--- src/rtl/iob_ethoc_wb_bridge_pkg.sv ---
// Shared definitions for the IOb -> Wishbone bridge in front of the ethmac
// register port: FSM state encoding and the data returned on a bus timeout.
package iob_ethoc_wb_bridge_pkg;

    typedef enum logic [1:0] {
        ST_IDLE = 2'd0,   // waiting for an IOb request
        ST_WB   = 2'd1,   // Wishbone cycle in progress
        ST_RESP = 2'd2    // one-cycle ready pulse back to the initiator
    } bridge_state_t;

    // Read data returned when the watchdog ends a cycle nobody acknowledged.
    localparam logic [31:0] TIMEOUT_RDATA = 32'hDEADBEEF;

endpackage

--- src/rtl/iob_ethoc_wdog.sv ---
// Bus watchdog: counts enabled cycles after a clear and flags expiry once the
// count reaches TIMEOUT-1. The count saturates there and never wraps.
module iob_ethoc_wdog #(
    parameter int TIMEOUT = 256
) (
    input  logic clk_i,
    input  logic arst_n_i,
    input  logic clear,
    input  logic enable,
    output logic expire
);

    localparam int                CNT_W = (TIMEOUT > 2) ? $clog2(TIMEOUT) : 1;
    localparam logic [CNT_W-1:0]  LAST  = CNT_W'(TIMEOUT - 1);

    logic [CNT_W-1:0] cnt_q;

    // Cycle counter: cleared on entry to the bus cycle, held at LAST once reached.
    always_ff @(posedge clk_i or negedge arst_n_i) begin
        // NOTE: state registers use non-blocking (<=) so every flop samples pre-edge values.
        if (!arst_n_i) begin
            cnt_q <= '0;
        end else if (clear) begin
            cnt_q <= '0;
        end else if (enable && (cnt_q != LAST)) begin
            cnt_q <= cnt_q + 1'b1;
        end
    end

    assign expire = enable && (cnt_q == LAST);

endmodule

--- src/rtl/iob_ethoc_wb_bridge.sv ---
// IOb native-bus responder that turns each access into one classic Wishbone
// single cycle toward the ethmac register port. One access outstanding at a
// time; a watchdog forces completion if the slave never answers.
module iob_ethoc_wb_bridge
    import iob_ethoc_wb_bridge_pkg::*;
#(
    parameter int ADDR_W   = 12,
    parameter int DATA_W   = 32,
    parameter int WB_ADR_W = 10,
    parameter int TIMEOUT  = 256
) (
    input  logic                clk_i,
    input  logic                arst_n_i,
    // IOb responder side
    input  logic                valid,
    input  logic [ADDR_W-1:0]   address,
    input  logic [DATA_W-1:0]   wdata,
    input  logic [DATA_W/8-1:0] wstrb,
    output logic [DATA_W-1:0]   rdata,
    output logic                ready,
    output logic                err_o,
    // Wishbone initiator side
    output logic [WB_ADR_W-1:0] wb_adr_o,
    output logic [DATA_W-1:0]   wb_dat_o,
    output logic [DATA_W/8-1:0] wb_sel_o,
    output logic                wb_we_o,
    output logic                wb_cyc_o,
    output logic                wb_stb_o,
    input  logic [DATA_W-1:0]   wb_dat_i,
    input  logic                wb_ack_i,
    input  logic                wb_err_i
);

    bridge_state_t     state_q, state_d;
    logic [DATA_W-1:0] rdata_d;
    logic              err_d;
    logic              resp_d;
    logic              accept;
    logic              expire;

    // Byte-lane bits and any bits above the ethmac window do not select a register.
    logic unused_addr;
    assign unused_addr = ^address;

    assign accept = (state_q == ST_IDLE) && valid;

    iob_ethoc_wdog #(
        .TIMEOUT (TIMEOUT)
    ) u_wdog (
        .clk_i    (clk_i),
        .arst_n_i (arst_n_i),
        .clear    (accept),
        .enable   (state_q == ST_WB),
        .expire   (expire)
    );

    // Next-state and response selection; slave error outranks ack, ack outranks timeout.
    always_comb begin
        // NOTE: every output of this block gets a default first, so no latch is inferred.
        state_d = state_q;
        rdata_d = rdata;
        err_d   = 1'b0;
        resp_d  = 1'b0;
        unique case (state_q)
            ST_IDLE: begin
                if (valid) state_d = ST_WB;
            end
            ST_WB: begin
                if (wb_err_i) begin
                    state_d = ST_RESP;
                    resp_d  = 1'b1;
                    rdata_d = '0;
                    err_d   = 1'b1;
                end else if (wb_ack_i) begin
                    state_d = ST_RESP;
                    resp_d  = 1'b1;
                    rdata_d = wb_we_o ? '0 : wb_dat_i;
                end else if (expire) begin
                    state_d = ST_RESP;
                    resp_d  = 1'b1;
                    rdata_d = DATA_W'(TIMEOUT_RDATA);
                    err_d   = 1'b1;
                end
            end
            ST_RESP: begin
                state_d = ST_IDLE;
            end
            default: begin
                state_d = ST_IDLE;
            end
        endcase
    end

    // State register and registered bus outputs; request fields latch only on acceptance.
    always_ff @(posedge clk_i or negedge arst_n_i) begin
        if (!arst_n_i) begin
            state_q  <= ST_IDLE;
            wb_adr_o <= '0;
            wb_dat_o <= '0;
            wb_sel_o <= '0;
            wb_we_o  <= 1'b0;
            wb_cyc_o <= 1'b0;
            wb_stb_o <= 1'b0;
            rdata    <= '0;
            ready    <= 1'b0;
            err_o    <= 1'b0;
        end else begin
            state_q  <= state_d;
            wb_cyc_o <= (state_d == ST_WB);
            wb_stb_o <= (state_d == ST_WB);
            ready    <= resp_d;
            err_o    <= err_d;
            rdata    <= rdata_d;
            if (accept) begin
                wb_adr_o <= address[WB_ADR_W+1:2];
                wb_dat_o <= wdata;
                wb_sel_o <= (wstrb == '0) ? {(DATA_W/8){1'b1}} : wstrb;
                wb_we_o  <= (wstrb != '0);
            end
        end
    end

endmodule

--- config.mk ---
export PLATFORM = sky130hd
export DESIGN_NAME = iob_ethoc_wb_bridge
export DESIGN_NICKNAME = d
export VERILOG_FILES = /design/src/rtl/iob_ethoc_wb_bridge_pkg.sv /design/src/rtl/iob_ethoc_wdog.sv /design/src/rtl/iob_ethoc_wb_bridge.sv
export SDC_FILE = /design/constraint.sdc
export NUM_CORES = 1
export LEC_CHECK = 0
export ABC_AREA = 1
export BUFFER_PORTS_ARGS = -buffer_cell sky130_fd_sc_hd__buf_4
export CORE_UTILIZATION = 48
export CTS_CLUSTER_SIZE = 14
export DETAILED_ROUTE_END_ITERATION = 10
export HOLD_SLACK_MARGIN = 0.1
export MAX_ROUTING_LAYER = met4
export PLACE_DENSITY = 0.78
export SYNTH_ARGS = -nofsm -noshare
export SYNTH_HDL_FRONTEND = slang
export SYNTH_HIERARCHICAL = 1
export SYNTH_SLANG_ARGS = --single-unit
export TNS_END_PERCENT = 1
--- constraint.sdc ---
create_clock -name clk_i -period 2.3 [get_ports clk_i]
set_input_delay 0.23 -clock clk_i [delete_from_list [all_inputs] [get_ports clk_i]]
set_output_delay 0.23 -clock clk_i [all_outputs]
set_load 0.01 [all_outputs]
# Word level (Yosys, flattened, before mapping)
# Cells that the tools add are included.
# Widths: inputs -> output; s select.
dict set report op_classes {
  div_mod_pow 0
  mul 0
  n_lt_le_gt_ge 0
  mux 19
  reduce_logical 9
  shifts 0
  add_sub_neg 1
  eq_ne 4
  bitwise_logic 0
}
# cell count
set op_table {}
lappend op_table {{$mux 32} 4}
lappend op_table {{$mux 8} 2}
lappend op_table {{$add 8x1->8 const B} 1}
lappend op_table {{$eq 8x8->1 const B} 1}
lappend op_table {{$mux 2} 4}
lappend op_table {{$ne 8x8->1 const B} 1}
lappend op_table {{$mux 1} 7}
lappend op_table {{$eq 2x1->1 const B} 2}
lappend op_table {{$logic_not 4->1} 1}
lappend op_table {{$mux 4} 1}
lappend op_table {{$pmux 2 s2} 1}
lappend op_table {{$reduce_bool 4->1} 1}
lappend op_table {{$logic_and 1x1->1} 3}
lappend op_table {{$reduce_bool 3->1} 1}
lappend op_table {{$logic_not 2->1} 1}
lappend op_table {{$reduce_and 2->1} 1}
lappend op_table {{$reduce_bool 2->1} 1}
dict set report totals {
  mem_bits_ro 0
  mem_bits_rw 0
  mem_count 0
  output_inout_bits 83
  latchBits 0
  word_cells 43
  reg_bits 92
}

# Logic depth before layout (Yosys ltp)
dict set report logic_depth {
  word_depth 7
  ltp_mapped 11
}

# By module
# Netlist, hierarchy kept.
# module area_each_um2 instances cells_each
set modules_own_cells {}
lappend modules_own_cells {iob_ethoc_wb_bridge 3641.0 1 438}
lappend modules_own_cells {iob_ethoc_wdog 519.2 1 72}

# Worst setup path before layout
# OpenSTA, ideal clock, no wires.
dict set report synth_path {
  path_type {flip-flop to flip-flop}
  startpoint {register u_wdog.cnt_q[0]}
  endpoint {register rdata[7]}
  slack_ns 0.600
  required_time_ns 2.235
  stages_incl_launch_ff 11
  setup_ns 0.065
  arrival_ns 1.635
  path_buffers 1
  path_cell_list {dfrtp_1 -> ha_1 -> nand2_1 -> nor2_4 -> nand2_2 -> nor2_1 -> nor2_8 -> a21oi_4 -> buf_12 -> nand2_2 -> nand2_1}
}
dict set report synth_between {
  elab_chain_cells 4
}
# item line_no
set synth_lines {}
lappend synth_lines {{start, declared} iob_ethoc_wdog.sv:16} ;# logic [CNT_W-1:0] cnt_q;
lappend synth_lines {{start signal, assigned} iob_ethoc_wdog.sv:26} ;# cnt_q <= cnt_q + 1'b1;
lappend synth_lines {{$eq 8x8->1} iob_ethoc_wdog.sv:30} ;# assign expire = enable && (cnt_q == LAST);
lappend synth_lines {{$logic_and 1x1->1} iob_ethoc_wdog.sv:30}
lappend synth_lines {{net expire} iob_ethoc_wb_bridge.sv:39} ;# logic expire;
lappend synth_lines {{$reduce_bool 3->1 (no source line)} -}
lappend synth_lines {{$reduce_and 2->1 (no source line)} -}
lappend synth_lines {{end signal, assigned} iob_ethoc_wb_bridge.sv:113} ;# rdata <= rdata_d;
lappend synth_lines {{end, declared} iob_ethoc_wb_bridge.sv:19} ;# output logic [DATA_W-1:0] rdata,
# The timed path passes the listed nets, and every way through them passes these cells.
# A chain may end at the register's enable or synchronous reset.

# Worst setup path after layout
dict set report layout_path {
  startpoint {register u_wdog.cnt_q[0]}
  endpoint {register rdata[4]}
}
# Same word-level chain as after synthesis.

==> impl_metrics.py <==
metrics = {
    "drt": {
        "drc": 0,
        "dr.pass1.iters": 5,
        "drt_iter0_drc": 129,
        "wirelength_mm": 10.8,
        "wl_per_cell_um": 13.2,
        "ant_nets": 0,
        "avgViaCountPerCell": 4.82,
        "num_vias": 3931,
    },
    "setup_path": {
        "worstPathMaxFanout": 32,
        "worstPathCellList": "ha_1 > nand2_1 > nor2_4 > nand2_2 > nor2_1 > nor2_8 > nand2_2 > nand2_2 > buf_4 > nand2_1 > nand2_1",
        "rr_endpoint": "rdata[4]",
        "cp_data_arrival_time_ns": 2.16,
        "rr_worst_depth": 11,
        "rrSetupSlack_ns": 0.38,
        "crit_path_max_incr_delay_ns": 0.41,
        "r2r_start": "u_wdog/cnt_q[0]",
        "critPathRequiredTime_ns": 2.54,
        "slowest_stage": "dfrtp_1",
        "cp-start-kind": "flop",
        "worstSetupEndpointType": "flop",
        "crit_type": "reg -> reg",
    },
    "die": {
        "coreArea_sq_um": 8300,
        "io_pins": 168,
        "dieArea_sq_um": 9040,
        "row_count": 33,
        "start_util_pct": 50.1,
        "dieWidth_um": 95.1,
        "die_y_um": 95.1,
    },
    "timing": {
        "fin_crit_ns": 1.92,
        "max_freq_mhz": 521,
        "maxSlewHeadroom_pct": 50.8,
        "setup_viol": 0,
        "setup_tns_ns": 0,
        "fin_skew_ns": 0.0115,
        "finalWorstSetupSlack_ns": 0.380,
        "hold_violations": 0,
        "worst_pin_slew_ns": 0.733,
        "whs_ns": 0.114,
        "drv_slew": 0,
        "fin_crit_sh_pct": 83.5,
        "rsz0062_at_grt": "no",
    },
    "cts": {
        "clk_pin_slew_ns": 0.09,
        "cts_buffer_depth": 2,
        "tritoncts": "yes",
        "hold_buffers": 38,
        "cts_buffers": 9,
        "post_cts_resize_count": 0,
        "clock-sinks": 92,
        "insertion_delay_ns": 0.34,
        "cts_htree_levels": 3,
        "postCtsSetupRepairBufs": 0,
        "root_buffer": "clkbuf_8",
    },
    "synth": {
        "synth_cell_types": 27,
        "synth-seq-cells": 92,
        "netlist_instances": 510,
        "synthFlopType": "dfrtp_1",
        "async_reset_ff_share_pct": 100,
        "syn-num-nets": 596,
        "yosysTopAreaCell": "dfrtp_1",
        "synthMostInstantiatedCell": "nand2_1",
        "syn_area_sq_um": 4160,
        "yosysTopAreaCellShare_pct": 55.3,
        "syn_avg_cell_area_sq_um": 8.16,
        "synth.cells.most_frequent": "nand2_1 (279), dfrtp_1 (92), a21oi_1 (26)",
        "netlist_top_cells_area": "dfrtp_1 (55%), nand2_1 (25%), a21oi_1 (3.1%)",
        "yosysSeqAreaShare_pct": 55.3,
        "yosys_warnings": 6,
        "synth_edf_count": 0,
    },
    "power_and_ir_drop": {
        "switching_share_pct": 34.8,
        "p_leak_nw": 3.39,
        "clkPwrFrac_pct": 20.3,
        "ir_drop_mv": 0.516,
        "power.density_nw_per_um2": 974,
        "p_int_w": 0.00381,
        "seqPwrFrac_pct": 42.0,
        "power.switching_w": 0.00204,
        "power_frac_comb_pct": 37.7,
    },
    "min_path": {
        "hold_start": "wdata[26]",
        "hold_depth": 3,
        "min_to": "wb_dat_o[26]",
        "hold_path_class": "in -> reg",
    },
    "place": {
        "portBuffers": 165,
        "dp_hpwl_mm": 7.00,
        "post-place-ws_ns": 0.388,
        "place.gp.congestion": 0.824,
    },
    "global_routing": {
        "grt-ovfl-total": 0,
        "grt_pass1_wl_mm": 17.0,
        "antenna_found_initial": 0,
        "grt_pass1_vias": 3737,
        "grtUsageTotal_pct": 25.0,
        "grt_start_max_net_pins": 53,
    },
    "cells_and_area": {
        "area_growth_pct": 44.5,
        "multi_input_area_sq_um": 1560,
        "nets": 791,
        "layout-drive-gt1-share_pct": 29.6,
        "fillers": 622,
        "diodes": 0,
        "regArea_sq_um": 2300,
    },
    "run": {
        "cap_violations": 0,
    },
    "outcome": {
        "outcome": "finished clean",
    },
}
-- cell families (layout without fill, tap and decap cells) --
logic type | Yosys count | in the layout | share of synthesized area (%)
AO/OA/AOI/OAI | 34 | 34 | 4.57
buffers and inverters | 53 | 253 | 7.28
AND/OR/NAND/NOR | 329 | 329 | 32.3
flip-flops | 92 | 92 | 55.3
XOR/XNOR | 1 | 1 | 0.211
adder cells (fa/ha/maj) | 1 | 1 | 0.301
-- metal layers --
metal | wire length [um] | global-route usage, % | vias up
li1 | - | - | 1930
met1 | 4690 | 30.5 | 1844
met2 | 5160 | 41.3 | 142
met3 | 743 | 5.90 | 15
met4 | 188 | 7.20 | 0
met5 | 0 | - | -
-- state kept, by name, indices dropped and copies added (netlist names) --
signal	cells
state_q	2
wb_we_o	1
err_o	1
wb_sel_o	4
u_wdog/cnt_q	8
rdata	32
wb_stb_o	1
ready	1
wb_adr_o	10
wb_dat_o	32
-- worst max-delay path: cells and delay by family, from the launching register on --
kind          cells  cell delay (ns)
simple gates      9             0.97
flops             1             0.41
buf+inv           1             0.24
fa+ha+maj         1             0.18
-- metrics by stage --
| step | total power (W) | area, sq um | cells | util [%] |
|---|---|---|---|---|
| 6_report | 0.00585 | 6010 | 815 | 72.4 |
| 5_1_grt | 0.00625 | 6010 | 815 | 72.4 |
| 4_1_cts | 0.00588 | 5990 | 813 | 72.2 |
| 3_5_place_dp | 0.00463 | 5390 | 759 | 64.9 |
| 3_3_place_gp | 0.00456 | 5390 | 759 | 64.9 |
| 2_1_floorplan | 0.00352 | 4160 | 510 | - |
-- cell usage in the layout (no fill, tap or decap), types with 3 or more instances in the layout --
master         netlist  routed
dlygate4sd3_1        0      40
nor2_4               3       3
nand2_2             13      13
nor2_1              18      18
nand2_1            279     279
dfrtp_1             92      92
inv_1               24      24
clkbuf_8             0       9
nand3_1              9       9
buf_4                5     167
a21oi_1             26      26
inv_2                3       3
o21ai_0              4       4
-- final cells by class --
type / count / area share, %
flip-flops and latches: 92 / 38.3
repair buffers: 209 / 28.2
multi-input cells: 365 / 25.9
well taps: 105 / 2.19
clock buffers: 10 / 2.12
inverters: 28 / 1.75
clock inverters: 6 / 1.58
-- power by group through the flow --
stage	registers, W	logic [W]	clock network, W
6_report	0.00246	0.00221	0.00119
5_1_grt	0.00251	0.00245	0.00129
4_1_cts	0.00245	0.00221	0.00122
3_5_place_dp	0.00247	0.00216	0
3_3_place_gp	0.00245	0.00211	0
2_1_floorplan	0.00268	0.000838	0
-- worst max-delay path by stage --
stage	start	endpoint	slack (ns)
floorplan	u_wdog/cnt_q[0]	rdata[7]	0.60
global placement	wb_we_o	rdata[14]	0.43
detailed placement	u_wdog/cnt_q[0]	rdata[18]	0.39
CTS	u_wdog/cnt_q[0]	rdata[18]	0.38
global route	u_wdog/cnt_q[0]	rdata[23]	0.17
finish	u_wdog/cnt_q[0]	rdata[4]	0.38
Power figures use the tool's default switching activity.
